`src/rtl/sram6116_arb_if.sv`:
```
// Bus bundle between the two requesters (CPU, video/DMA), the 6116 SRAM controller
// pins and the sram6116_arb arbiter.
interface sram6116_arb_if #(
    parameter int ADDR_W = 11,
    parameter int DATA_W = 8
);
    // Requester handshake: req is a level held until ack; ack is a one-cycle pulse that
    // completes the access; rdata is valid while ack is high after a read and holds afterwards.
    logic              cpu_req;
    logic              cpu_we;
    logic [ADDR_W-1:0] cpu_addr;
    logic [DATA_W-1:0] cpu_wdata;
    logic              cpu_ack;
    logic [DATA_W-1:0] cpu_rdata;

    logic              vid_req;
    logic              vid_we;
    logic [ADDR_W-1:0] vid_addr;
    logic [DATA_W-1:0] vid_wdata;
    logic              vid_ack;
    logic [DATA_W-1:0] vid_rdata;

    logic [ADDR_W-1:0] sram_A;
    logic [DATA_W-1:0] sram_Din;
    logic              sram_CS_b;
    logic              sram_WE_b;
    logic              sram_OE_b;
    logic [DATA_W-1:0] sram_Dout;

    logic              busy;

    // Requesters plus the SRAM device side.
    modport master (
        output cpu_req, cpu_we, cpu_addr, cpu_wdata,
        input  cpu_ack, cpu_rdata,
        output vid_req, vid_we, vid_addr, vid_wdata,
        input  vid_ack, vid_rdata,
        input  sram_A, sram_Din, sram_CS_b, sram_WE_b, sram_OE_b,
        output sram_Dout,
        input  busy
    );

    // The arbiter.
    modport slave (
        input  cpu_req, cpu_we, cpu_addr, cpu_wdata,
        output cpu_ack, cpu_rdata,
        input  vid_req, vid_we, vid_addr, vid_wdata,
        output vid_ack, vid_rdata,
        output sram_A, sram_Din, sram_CS_b, sram_WE_b, sram_OE_b,
        input  sram_Dout,
        output busy
    );
endinterface

```
`src/rtl/sram6116_arb.sv`:
```
// Two-port round-robin arbiter in front of a 2K x 8 6116 SRAM controller.
// Writes take IDLE->STROBE, reads IDLE->STROBE->CAPTURE; every pin is driven from a flop.
module sram6116_arb #(
    parameter int ADDR_W = 11,
    parameter int DATA_W = 8
) (
    input  logic       phi0,
    input  logic       rst_b,
    sram6116_arb_if.slave bus,
    output logic [1:0] dbg_state_o
);

    typedef enum logic [1:0] {
        IDLE    = 2'd0,
        STROBE  = 2'd1,
        CAPTURE = 2'd2
    } state_t;

    typedef enum logic {
        GNT_CPU = 1'b0,
        GNT_VID = 1'b1
    } grant_t;

    state_t            state_q;
    grant_t            grant_q;
    grant_t            last_grant_q;
    logic              we_q;
    logic [ADDR_W-1:0] a_q;
    logic [DATA_W-1:0] din_q;
    logic              cs_b_q;
    logic              we_b_q;
    logic              oe_b_q;
    logic              cpu_ack_q;
    logic              vid_ack_q;
    logic [DATA_W-1:0] cpu_rdata_q;
    logic [DATA_W-1:0] vid_rdata_q;

    logic              cpu_elig;
    logic              vid_elig;
    logic              any_elig;
    grant_t            grant_d;
    logic              we_d;
    logic [ADDR_W-1:0] addr_d;
    logic [DATA_W-1:0] wdata_d;

    // A port in its ack cycle is ignored so a request being dropped is not serviced twice.
    assign cpu_elig = bus.cpu_req & ~cpu_ack_q;
    assign vid_elig = bus.vid_req & ~vid_ack_q;
    assign any_elig = cpu_elig | vid_elig;

    always_comb begin
        grant_d = GNT_CPU;
        if (cpu_elig && vid_elig) begin
            grant_d = (last_grant_q == GNT_VID) ? GNT_CPU : GNT_VID;
        end else if (vid_elig) begin
            grant_d = GNT_VID;
        end
    end

    always_comb begin
        we_d    = bus.cpu_we;
        addr_d  = bus.cpu_addr;
        wdata_d = bus.cpu_wdata;
        if (grant_d == GNT_VID) begin
            we_d    = bus.vid_we;
            addr_d  = bus.vid_addr;
            wdata_d = bus.vid_wdata;
        end
    end

    always_ff @(posedge phi0 or negedge rst_b) begin
        if (!rst_b) begin
            state_q      <= IDLE;
            grant_q      <= GNT_CPU;
            last_grant_q <= GNT_VID;
            we_q         <= 1'b0;
            a_q          <= '0;
            din_q        <= '0;
            cs_b_q       <= 1'b1;
            we_b_q       <= 1'b1;
            oe_b_q       <= 1'b1;
            cpu_ack_q    <= 1'b0;
            vid_ack_q    <= 1'b0;
            cpu_rdata_q  <= '0;
            vid_rdata_q  <= '0;
        end else begin
            cpu_ack_q <= 1'b0;
            vid_ack_q <= 1'b0;
            case (state_q)
                IDLE: begin
                    if (any_elig) begin
                        grant_q      <= grant_d;
                        last_grant_q <= grant_d;
                        we_q         <= we_d;
                        a_q          <= addr_d;
                        din_q        <= wdata_d;
                        cs_b_q       <= 1'b0;
                        we_b_q       <= ~we_d;
                        oe_b_q       <= we_d;
                        state_q      <= STROBE;
                    end
                end
                STROBE: begin
                    // Address and data stay put; only the strobes mark the access window.
                    cs_b_q <= 1'b1;
                    we_b_q <= 1'b1;
                    oe_b_q <= 1'b1;
                    if (we_q) begin
                        if (grant_q == GNT_CPU) cpu_ack_q <= 1'b1;
                        else                    vid_ack_q <= 1'b1;
                        state_q <= IDLE;
                    end else begin
                        state_q <= CAPTURE;
                    end
                end
                CAPTURE: begin
                    if (grant_q == GNT_CPU) begin
                        cpu_rdata_q <= bus.sram_Dout;
                        cpu_ack_q   <= 1'b1;
                    end else begin
                        vid_rdata_q <= bus.sram_Dout;
                        vid_ack_q   <= 1'b1;
                    end
                    state_q <= IDLE;
                end
                default: begin
                    state_q <= IDLE;
                end
            endcase
        end
    end

    assign bus.sram_A    = a_q;
    assign bus.sram_Din  = din_q;
    assign bus.sram_CS_b = cs_b_q;
    assign bus.sram_WE_b = we_b_q;
    assign bus.sram_OE_b = oe_b_q;
    assign bus.cpu_ack   = cpu_ack_q;
    assign bus.vid_ack   = vid_ack_q;
    assign bus.cpu_rdata = cpu_rdata_q;
    assign bus.vid_rdata = vid_rdata_q;
    assign bus.busy      = (state_q != IDLE);
    assign dbg_state_o   = state_q;

endmodule

```
`src/flat_wrapper.sv`:
```
// flat-port wrapper written by rule: the top's interface ports become plain ports
module sram6116_arb_flat 
#(
    parameter int ADDR_W = 11,
    parameter int DATA_W = 8
)
  (phi0, rst_b, dbg_state_o, bus_cpu_req, bus_cpu_we, bus_cpu_addr, bus_cpu_wdata, bus_cpu_ack, bus_cpu_rdata, bus_vid_req, bus_vid_we, bus_vid_addr, bus_vid_wdata, bus_vid_ack, bus_vid_rdata, bus_sram_A, bus_sram_Din, bus_sram_CS_b, bus_sram_WE_b, bus_sram_OE_b, bus_sram_Dout, bus_busy);
  sram6116_arb_if #(.ADDR_W(ADDR_W), .DATA_W(DATA_W)) bus_i ();
  input  logic phi0;
  input  logic rst_b;
  output logic [1:0] dbg_state_o;
  input wire logic [$bits(bus_i.cpu_req)-1:0] bus_cpu_req;
  input wire logic [$bits(bus_i.cpu_we)-1:0] bus_cpu_we;
  input wire logic [$bits(bus_i.cpu_addr)-1:0] bus_cpu_addr;
  input wire logic [$bits(bus_i.cpu_wdata)-1:0] bus_cpu_wdata;
  output wire logic [$bits(bus_i.cpu_ack)-1:0] bus_cpu_ack;
  output wire logic [$bits(bus_i.cpu_rdata)-1:0] bus_cpu_rdata;
  input wire logic [$bits(bus_i.vid_req)-1:0] bus_vid_req;
  input wire logic [$bits(bus_i.vid_we)-1:0] bus_vid_we;
  input wire logic [$bits(bus_i.vid_addr)-1:0] bus_vid_addr;
  input wire logic [$bits(bus_i.vid_wdata)-1:0] bus_vid_wdata;
  output wire logic [$bits(bus_i.vid_ack)-1:0] bus_vid_ack;
  output wire logic [$bits(bus_i.vid_rdata)-1:0] bus_vid_rdata;
  output wire logic [$bits(bus_i.sram_A)-1:0] bus_sram_A;
  output wire logic [$bits(bus_i.sram_Din)-1:0] bus_sram_Din;
  output wire logic [$bits(bus_i.sram_CS_b)-1:0] bus_sram_CS_b;
  output wire logic [$bits(bus_i.sram_WE_b)-1:0] bus_sram_WE_b;
  output wire logic [$bits(bus_i.sram_OE_b)-1:0] bus_sram_OE_b;
  input wire logic [$bits(bus_i.sram_Dout)-1:0] bus_sram_Dout;
  output wire logic [$bits(bus_i.busy)-1:0] bus_busy;
  assign bus_i.cpu_req = bus_cpu_req;
  assign bus_i.cpu_we = bus_cpu_we;
  assign bus_i.cpu_addr = bus_cpu_addr;
  assign bus_i.cpu_wdata = bus_cpu_wdata;
  assign bus_cpu_ack = bus_i.cpu_ack;
  assign bus_cpu_rdata = bus_i.cpu_rdata;
  assign bus_i.vid_req = bus_vid_req;
  assign bus_i.vid_we = bus_vid_we;
  assign bus_i.vid_addr = bus_vid_addr;
  assign bus_i.vid_wdata = bus_vid_wdata;
  assign bus_vid_ack = bus_i.vid_ack;
  assign bus_vid_rdata = bus_i.vid_rdata;
  assign bus_sram_A = bus_i.sram_A;
  assign bus_sram_Din = bus_i.sram_Din;
  assign bus_sram_CS_b = bus_i.sram_CS_b;
  assign bus_sram_WE_b = bus_i.sram_WE_b;
  assign bus_sram_OE_b = bus_i.sram_OE_b;
  assign bus_i.sram_Dout = bus_sram_Dout;
  assign bus_busy = bus_i.busy;
  sram6116_arb #(.ADDR_W(ADDR_W), .DATA_W(DATA_W)) u_core (.phi0(phi0), .rst_b(rst_b), .bus(bus_i), .dbg_state_o(dbg_state_o));
endmodule
```
`config.mk`:
```
export PLATFORM = sky130hd
export DESIGN_NAME = sram6116_arb_flat
export DESIGN_NICKNAME = d
export VERILOG_FILES = /design/src/rtl/sram6116_arb_if.sv /design/src/rtl/sram6116_arb.sv /design/src/flat_wrapper.sv
export SDC_FILE = /design/constraint.sdc
export NUM_CORES = 1
export LEC_CHECK = 0
export BUFFER_PORTS_ARGS = -buffer_cell sky130_fd_sc_hd__buf_2
export CORE_AREA = 2 2 73 75
export CTS_CLUSTER_SIZE = 25
export DETAILED_ROUTE_END_ITERATION = 10
export DIE_AREA = 0 0 75 77
export GPL_ROUTABILITY_DRIVEN = 0
export MAX_ROUTING_LAYER = met4
export PLACE_DENSITY_LB_ADDON = 0.15
export RECOVER_POWER = 25
export SYNTH_ARGS = -nofsm -noshare
export SYNTH_HDL_FRONTEND = slang
export SYNTH_SLANG_ARGS = --single-unit
```
`constraint.sdc`:
```
create_clock -name phi0 -period 1.5 [get_ports phi0]
set_input_delay 0.3 -clock phi0 [delete_from_list [all_inputs] [get_ports phi0]]
set_output_delay 0.3 -clock phi0 [all_outputs]
set_load 0.05 [all_outputs]
```
After elaboration in Yosys (flattened, before gate mapping)
Index checks and enable logic that the tools add are counted.
{"block": "word_totals", "n_memories": 0, "ff_bits": 45, "output_inout_bits": 43, "latchBits": 0, "mem_bits_rw": 0, "in_bits": 52, "romBits": 0, "elab_cells": 52}
{"block": "op_classes", "shifts": 0, "n_eq_ne": 3, "n_addsub": 0, "div_mod_pow": 0, "n_reduce_logical": 8, "n_lt_le_gt_ge": 0, "n_bitwise": 7, "mux": 21, "n_mul": 0}
{"operator": "2-to-1 mux 1 bit", "count": 11}
{"operator": "2-to-1 mux 11 bit", "count": 1}
{"operator": "case mux 1 bit (2 select lines)", "count": 5}
{"operator": "2-to-1 mux 8 bit", "count": 1}
{"operator": "AND reduction 2 bit", "count": 4}
{"operator": "2-to-1 mux 2 bit", "count": 2}
{"operator": "NOT 1 bit", "count": 4}
{"operator": "case mux 2 bit (2 select lines)", "count": 1}
{"operator": "nonzero test 2 bit", "count": 2}
{"operator": "bitwise AND 1 bit", "count": 2}
{"operator": "equality test 2 x 1 -> 1 bit (second input constant)", "count": 1}
{"operator": "equality test 2 bit (second input constant)", "count": 1}
{"operator": "logical NOT 2 bit", "count": 1}
{"operator": "!= test 2 x 1 -> 1 bit (second input constant)", "count": 1}
{"operator": "logical AND 1 bit", "count": 1}
{"operator": "bitwise OR 1 bit", "count": 1}

Longest topological paths before layout
Gate-level depths: netlist of the first run.
{"block": "logic_depth", "depth_word": 8, "mapped_depth": 6, "depth_no_buf": 6}

Worst setup path before layout of the first run
Ideal clock, no wire load.
{"block": "synth_timing", "path_kind": "reg-to-reg", "start": "register u_core.state_q[1] (netlist: u_core.dbg_state_o[1])", "end": "register u_core.we_b_q (netlist: u_core.bus.sram_WE_b)", "n_path_buf": 0, "path_stages_with_launch": 7, "arrival_ns": 1.787, "setup_slack_ns": -0.370, "synth_period_minus_slack_ns": 1.870, "required_time_ns": 1.417, "path_cell_list": "dfrtp_1 > inv_1 > ha_1 > inv_2 > or3_1 > o21a_1 > o32a_1"}
{"block": "synth_via", "elab_chain_len": 3}
{"item": "start, declared", "line_no": "sram6116_arb.sv:24", "rtl": "state_t state_q;"}
{"item": "start signal, assigned", "line_no": "sram6116_arb.sv:73", "rtl": "state_q <= IDLE;"}
{"item": "start signal, assigned", "line_no": "sram6116_arb.sv:100", "rtl": "state_q <= STROBE;"}
{"item": "start signal, assigned", "line_no": "sram6116_arb.sv:111", "rtl": "state_q <= IDLE;"}
{"item": "logical NOT 2 bit / equality test 2 x 1 -> 1 bit (equally long branches)", "line_no": "sram6116_arb.sv:89", "rtl": "case (state_q)"}
{"item": "!= test 2 x 1 -> 1 bit (no line) / nonzero test 2 bit (equally long branches)"}
{"item": "AND reduction 2 bit (no line)"}
{"item": "end signal, assigned", "line_no": "sram6116_arb.sv:98", "rtl": "we_b_q <= ~we_d;"}
{"item": "end, declared", "line_no": "sram6116_arb.sv:31", "rtl": "logic we_b_q;"}
Several ways; a longest one is shown, not always the timed one.
A chain may end at the register's enable or synchronous reset.

Final worst setup path of the first run
{"block": "layout_timing", "start": "register u_core.vid_ack_q (netlist: u_core.bus.vid_ack)", "end": "register u_core.din_q[0] (netlist: u_core.bus.sram_Din[0])"}
{"block": "layout_via", "elab_chain_len": 5}
{"item": "start, declared", "line_no": "sram6116_arb.sv:34", "rtl": "logic vid_ack_q;"}
{"item": "start signal, assigned", "line_no": "sram6116_arb.sv:83", "rtl": "vid_ack_q <= 1'b0;"}
{"item": "start signal, assigned", "line_no": "sram6116_arb.sv:88", "rtl": "vid_ack_q <= 1'b0;"}
{"item": "start signal, assigned", "line_no": "sram6116_arb.sv:110", "rtl": "else vid_ack_q <= 1'b1;"}
{"item": "NOT 1 bit *", "line_no": "sram6116_arb.sv:48", "rtl": "assign vid_elig = bus.vid_req & ~vid_ack_q;"}
{"item": "bitwise AND 1 bit *", "line_no": "sram6116_arb.sv:48"}
{"item": "2-to-1 mux 1 bit / logical AND 1 bit (equally long branches)", "line_no": "sram6116_arb.sv:55, sram6116_arb.sv:53"}
{"item": "2-to-1 mux 1 bit", "line_no": "sram6116_arb.sv:53", "rtl": "if (cpu_elig && vid_elig) begin"}
{"item": "2-to-1 mux 8 bit", "line_no": "sram6116_arb.sv:64", "rtl": "if (grant_d == GNT_VID) begin"}
{"item": "end signal, assigned", "line_no": "sram6116_arb.sv:96", "rtl": "din_q <= wdata_d;"}
{"item": "end, declared", "line_no": "sram6116_arb.sv:29", "rtl": "logic [DATA_W-1:0] din_q;"}
Every way passes the cells marked *; elsewhere a longest branch is shown, timed or not.

==> qor.txt, run 1 <==
Layout fillers -> 464
Asr flop ratio synth -> 1.00
Area delta synth->final -> 42.4%
Final Non-Filler Cells -> 338
Top_reg_cell synth -> dfrtp_1
Worst reg2reg path depth -> 5
Post-synth EDFFs -> 0
Register area -> 0.00114 mm^2
Routed length per instance -> 12.1 um
Status -> completed
Slew Limit Headroom -> 0.688
Initial Util -> 0.393
VDD IR max -> 1.13 mV
Port Buffer Count -> 94
First-pass DRT Iterations -> 3
DRT iter0 DRCs -> 53
Logic pwr share -> 0.581
Clock Latency Late Sink -> 290 ps
Setup TNS -> 0 ps
Ports -> 95
Number of vias per cell -> 4.40
Cell Pwr Density -> 2660 mW/mm^2
Mapped Avg Cell Area -> 12.4 um^2
Setup crit end kind -> register
Worst Hold Launch -> bus_sram_Dout[7]
First-pass GRT wire length -> 6730 um
Int Pwr -> 3.70 mW
Total die area -> 0.00578 mm^2
Post-synth cell types -> 27
Synth Cell Area -> 0.00195 mm^2
Number of synthesis warnings -> 0
Share of power burned in registers -> 0.291
H-tree Lvls -> 2
Min-Delay Endpoint -> u_core.bus.cpu_rdata[7]
Die H -> 77 um
RSZ-0062 raised after global routing -> yes
Vias in the first global route -> 1544
CTS tree -> built
Fmax -> 0.679 GHz
Hold depth -> 2
Yosys reg bits -> 45
Post-synth top area share -> 0.525
Mapped Nets -> 212
Number of cells in the design after placement -> 323
Worst min-delay path category -> primary input to register
WHS -> 253 ps
Max cap viols -> 0
Min Tclk post-route -> 1470 ps
Clock share of power -> 0.127
Post-route clock period utilization -> 0.982
Largest net degree at the start of global routing -> 23
Multi-input gate area -> 795 um^2
Finish-stage setup viols -> 0
Worst-path clk slew -> 90 ps
Antenna violations before repair -> 0
Post-Route WL -> 4080 um
Synth Instances -> 157
Worst slew pin tran -> 468 ps
Sw frac -> 0.500
FP Rows -> 26
CP Class -> register to register
Most frequent cells in the layout -> buf_2 (92), dfrtp_1 (37), mux2i_1 (20), nand2_1 (20)
Sequential share of the synthesized area -> 0.579
Reg2reg setup slack -> 30 ps
Most common cell after layout, fill and taps aside -> buf_2
Die Wd -> 75 um
Worst R2R End -> u_core.bus.sram_Din[0]
NetSw -> 3.69 mW
CP Data Arrival Time -> 1640 ps
Slew Limit Fails -> 0
Pwr Total -> 7.39 mW
Via Count -> 1486
CTS sink cnt -> 45
Ant. Diodes -> 0
Fin nets -> 322
Critical path peak fanout -> 14
Remaining DRCs -> 0
Gr usage total -> 0.153
Clock tree buffer depth -> 2
Antenna-violating nets left -> 0
Cts bufs inserted -> 5
Root Driver -> clkbuf_8
Area leader, netlist -> dfrtp_1
Layout cells sized above 1 -> 0.571
Clock Skew -> 8.79 ps
Post-detail-place hpwl -> 3160 um
WP data required -> 1670 ps
Critical Path Source Type -> register
Core area -> 0.00498 mm^2
Leak -> 1.40 nW
Area contributors post-synth -> dfrtp_1 (52%), mux2_2 (10%), mux2i_1 (10%), dfstp_2 (5.4%), o21ai_0 (5.4%)
Hold Vio Cnt, Final -> 0
Worst reg2reg startpoint -> u_core.bus.vid_ack
Grt ovf -> 0
==> stage by stage <==
stage	setup slack (ps)	utilization	instance area, um^2
6_report	26.4	0.559	2780
5_1_grt	-91.9	0.559	2780
4_1_cts	18.9	0.554	2760
3_5_place_dp	30.5	0.521	2590
3_3_place_gp	53.4	0.521	2590
2_1_floorplan	-64.3	-	1990
==> routing by layer <==
metal,track usage,wire length [um],vias up
met3,0.0368,300,5
met2,0.228,1800,66
met5,-,0,-
met4,0.0429,31,0
met1,0.209,1940,655
li1,-,-,760
==> cells in the mapped netlist, types with 2 or more instances <==
| library cell | count |
|---|---|
| a21oi_1 | 2 |
| buf_2 | 3 |
| buf_6 | 2 |
| clkbuf_1 | 2 |
| dfrtp_1 | 41 |
| dfstp_2 | 4 |
| ha_1 | 3 |
| inv_1 | 2 |
| mux2_2 | 18 |
| mux2i_1 | 20 |
| nand2_1 | 21 |
| nor2_1 | 4 |
| o21ai_0 | 21 |
==> state kept, by name (all words and copies together), names as in the netlist <==
register	cells
u_core.last_grant_q	1
u_core.bus.sram_OE_b	1
u_core.bus.vid_ack	1
u_core.we_q	1
u_core.bus.cpu_ack	1
u_core.dbg_state_o	2
u_core.bus.sram_Din	8
u_core.grant_q	1
u_core.bus.vid_rdata	8
u_core.bus.sram_WE_b	1
u_core.bus.sram_A	11
u_core.bus.sram_CS_b	1
u_core.bus.cpu_rdata	8
==> worst max-delay path, cell delays in order (launching register included) <==
cell and delay [ps]:
dfrtp_2 430, nor2b_4 140, a21boi_4 290, buf_12 190, mux2i_1 210, o21ai_0 90
==> cell families (layout without fill, tap and decap cells) <==
group,count (synthesis),in the layout,share of synthesized area
and+or+nand+nor,33,33,0.0807
muxes,38,38,0.206
AOI/OAI and AO/OA,28,28,0.0864
buffers and inverters,10,121,0.0288
adders and majority gates,3,3,0.0192
DFF,45,45,0.579
==> layout make-up <==
type                            instances  share of cell area
Clock inverter                          2              0.0135
Multi-Input combinational cell        102               0.286
Clock buffer                            6              0.0297
Sequential cell                        45               0.408
Timing Repair Buffer                  110               0.225
Tap cell                               70              0.0315
Inverter                                3             0.00674
==> power groups by stage <==
| stage | sequential [mW] | combinational, mW | clock [mW] |
|---|---|---|---|
| floorplan | 4.08 | 1.28 | 0 |
| finish | 2.15 | 4.30 | 0.942 |
| global route | 2.24 | 4.57 | 1.02 |
| global placement | 2.18 | 4.14 | 0 |
| detailed placement | 2.17 | 4.20 | 0 |
| CTS | 2.16 | 4.29 | 0.969 |
==> what timing repair did <==
item | CTS | global route
endpoints found under the setup margin | 1 | 37
buffers inserted | 4 | 2
pin swaps | 1 | 0
gates resized for setup | 2 | 7
hold endpoints to repair | 13 | 0
hold buffers | 1 | 0
==> worst max path at each step <==
stage	depth (start not counted)	start	slack [ps]	end
3_5_place_dp	5	u_core.bus.vid_ack	30	u_core.bus.sram_A[6]
6_report	5	u_core.bus.vid_ack	30	u_core.bus.sram_Din[0]
5_1_grt	5	u_core.bus.vid_ack	-90	u_core.bus.sram_A[6]
2_1_floorplan	6	u_core.dbg_state_o[1]	-60	u_core.bus.sram_WE_b
4_1_cts	5	u_core.dbg_state_o[1]	20	u_core.bus.cpu_rdata[3]
3_3_place_gp	6	u_core.dbg_state_o[1]	50	u_core.bus.sram_WE_b
No activity file was read; power rests on OpenSTA's default activity.
==> inputs of run 2 (changes only) <==
CELL_PAD_IN_SITES_DETAIL_PLACEMENT = 1   (was unset)
CELL_PAD_IN_SITES_GLOBAL_PLACEMENT = 1   (was unset)
CORE_AREA = 2 2 83 85   (was 2 2 73 75)
DIE_AREA = 0 0 85 87   (was 0 0 75 77)
==> run 2 against run 1 <==
- utilization fell by 13 points
- combinational power rose by 4%
- global-route usage fell by 0.97 points
- non-clock buffer count rose by 2
- critical path depth rose by 1
- sequential power barely moved
- largest cell class unchanged
- clock skew fell by 3.5 ps
- worst setup slack improved by 19 ps
==> qor.txt, run 2 (synthesis results as in run 1) <==
Status -> completed (unchanged)
Worst Hold Launch -> bus_sram_Dout[4] (was bus_sram_Dout[7])
Setup TNS -> 0 ps (unchanged)
Post-route clock period utilization -> 0.970 (was 0.982)
Clock tree buffer depth -> 2 (unchanged)
VDD IR max -> 1.06 mV (was 1.13 mV)
Most frequent cells in the layout -> buf_2 (93), dfrtp_1 (37), nand2_1 (20) (was buf_2 (92), dfrtp_1 (37), mux2i_1 (20), nand2_1 (20))
CP Class -> register to register (unchanged)
Most common cell after layout, fill and taps aside -> buf_2 (unchanged)
Number of vias per cell -> 4.50 (was 4.40)
Worst reg2reg startpoint -> u_core.dbg_state_o[1] (was u_core.bus.vid_ack)
First-pass DRT Iterations -> 3 (unchanged)
CTS sink cnt -> 45 (unchanged)
Clock Skew -> 5.30 ps (was 8.79 ps)
CTS tree -> built (unchanged)
Cts bufs inserted -> 5 (unchanged)
Final worst slack -> 45.2 ps (was 26.4 ps)
Core area -> 0.00657 mm^2 (was 0.00498 mm^2)
Post-detail-place hpwl -> 3660 um (was 3160 um)
Finish-stage setup viols -> 0 (unchanged)
Ports -> 95 (unchanged)
Cell Pwr Density -> 2620 mW/mm^2 (was 2660 mW/mm^2)
Total die area -> 0.00740 mm^2 (was 0.00578 mm^2)
CP Data Arrival Time -> 1680 ps (was 1640 ps)
Setup crit end kind -> register (unchanged)
Worst slew pin tran -> 632 ps (was 468 ps)
Via Count -> 1574 (was 1486)
Post-Route WL -> 4870 um (was 4080 um)
Root Driver -> clkbuf_8 (unchanged)
Antenna-violating nets left -> 0 (unchanged)
Final core area utilization -> 0.432 (was 0.559)
Critical path peak fanout -> 4 (was 14)
Hold depth -> 2 (unchanged)
Vias in the first global route -> 1661 (was 1544)
Pwr Total -> 7.46 mW (was 7.39 mW)
Area delta synth->final -> 45.3% (was 42.4%)
Leak -> 1.42 nW (was 1.40 nW)
Layout cells sized above 1 -> 0.589 (was 0.571)
Max cap viols -> 0 (unchanged)
Gr usage total -> 0.144 (was 0.153)
Min-Delay Endpoint -> u_core.bus.cpu_rdata[4] (was u_core.bus.cpu_rdata[7])
WP data required -> 1720 ps (was 1670 ps)
Worst-path clk slew -> 80 ps (was 90 ps)
Slew Limit Fails -> 0 (unchanged)
Largest net degree at the start of global routing -> 46 (was 23)
Routed length per instance -> 13.9 um (was 12.1 um)
Post-placement cell area -> 0.00264 mm^2 (was 0.00259 mm^2)
Worst R2R End -> u_core.bus.sram_WE_b (was u_core.bus.sram_Din[0])
H-tree Lvls -> 2 (unchanged)
Largest register FFs -> 11 (unchanged)
Pre-CTS WS -> 17.5 ps (was 30.5 ps)
Critical Path Source Type -> register (unchanged)
Fin nets -> 324 (was 322)
Worst reg2reg path depth -> 6 (was 5)
Worst min-delay path category -> primary input to register (unchanged)
Hold Vio Cnt, Final -> 0 (unchanged)
First-pass GRT wire length -> 8060 um (was 6730 um)
Die H -> 87 um (was 77 um)
Reg2reg setup slack -> 50 ps (was 30 ps)
Port Buffer Count -> 94 (unchanged)
Fmax -> 0.687 GHz (was 0.679 GHz)
Min Tclk post-route -> 1450 ps (was 1470 ps)
Initial Util -> 0.298 (was 0.393)
Finished Cell Area -> 0.00284 mm^2 (was 0.00278 mm^2)
FP Rows -> 30 (was 26)
Die Wd -> 85 um (was 75 um)
Slew Limit Headroom -> 0.578 (was 0.688)
RSZ-0062 raised after global routing -> yes (unchanged)
Antenna violations before repair -> 0 (unchanged)
Clock Latency Late Sink -> 300 ps (was 290 ps)
Ant. Diodes -> 0 (unchanged)
Remaining DRCs -> 0 (unchanged)
Grt ovf -> 0 (unchanged)
DRT iter0 DRCs -> 51 (was 53)
==> run 2: cell types whose count changed in the layout (fill, tap and decap cells not counted), moves of 2 or more <==
cell | before | now
o21ai_0 | 18 | 15
buf_6 | 1 | 4
o21ai_1 | 3 | 6
clkbuf_2 | 2 | 0
mux2i_1 | 20 | 17
mux2i_2 | 0 | 3
==> run 2: critical path: stages (launching register included) <==
cell	delay, ps
dfrtp_2	440
inv_4	80
ha_4	170
inv_8	30
or3_4	350
o21a_1	140
o32a_1	180
==> run 2: area by class of cell <==
| cell class | instances | area [um^2] |
|---|---|---|
| clock buffers | 7 | 96.3 |
| clock inverters | 1 | 5.00 |
| fillers | 758 | 3730 |
| inverters | 3 | 21.3 |
| multi-input cells | 102 | 801 |
| flip-flops and latches | 45 | 1140 |
| well taps | 80 | 100 |
| repair buffers | 112 | 681 |
==> run 2: repair_timing <==
action                                  4_1_cts  5_1_grt
hold buffers                                  1        0
endpoints found under the setup margin        1       21
gates resized for setup                       2       14
endpoints found under the hold margin        41        0
pin swaps                                     1        1
setup buffers                                 2        4
gates cloned                                  0        1
==> run 2: worst max path at each step <==
stage                          startpoint                      to  depth (start not counted)
CTS                    u_core.bus.vid_ack    u_core.bus.sram_WE_b                          4
finish              u_core.dbg_state_o[1]    u_core.bus.sram_WE_b                          6
global route           u_core.bus.vid_ack  u_core.bus.sram_Din[4]                          6
detailed placement  u_core.dbg_state_o[0]    u_core.bus.sram_WE_b                          6
global placement    u_core.dbg_state_o[1]    u_core.bus.sram_WE_b                          6
floorplan           u_core.dbg_state_o[1]    u_core.bus.sram_WE_b                          6
==> run 2: metal layers <==
metal	vias to the layer above	wire length [um]	GRT usage
met5	-	0	-
met4	0	39	0.0303
met3	4	272	0.0379
met2	46	2420	0.240
met1	759	2140	0.176
li1	765	-	-
==> run 2: power breakdown <==
group,switching [mW],total [mW],internal (mW)
registers,0.320,2.16,1.84
clock network,0.407,0.824,0.417
logic,3.04,4.47,1.43
==> run 2: through the flow <==
step	hold WS, ps	std cells
5_1_grt	230	350
6_report	246	350
4_1_cts	239	345
2_1_floorplan	4.41	157
3_3_place_gp	308	334
3_5_place_dp	308	334
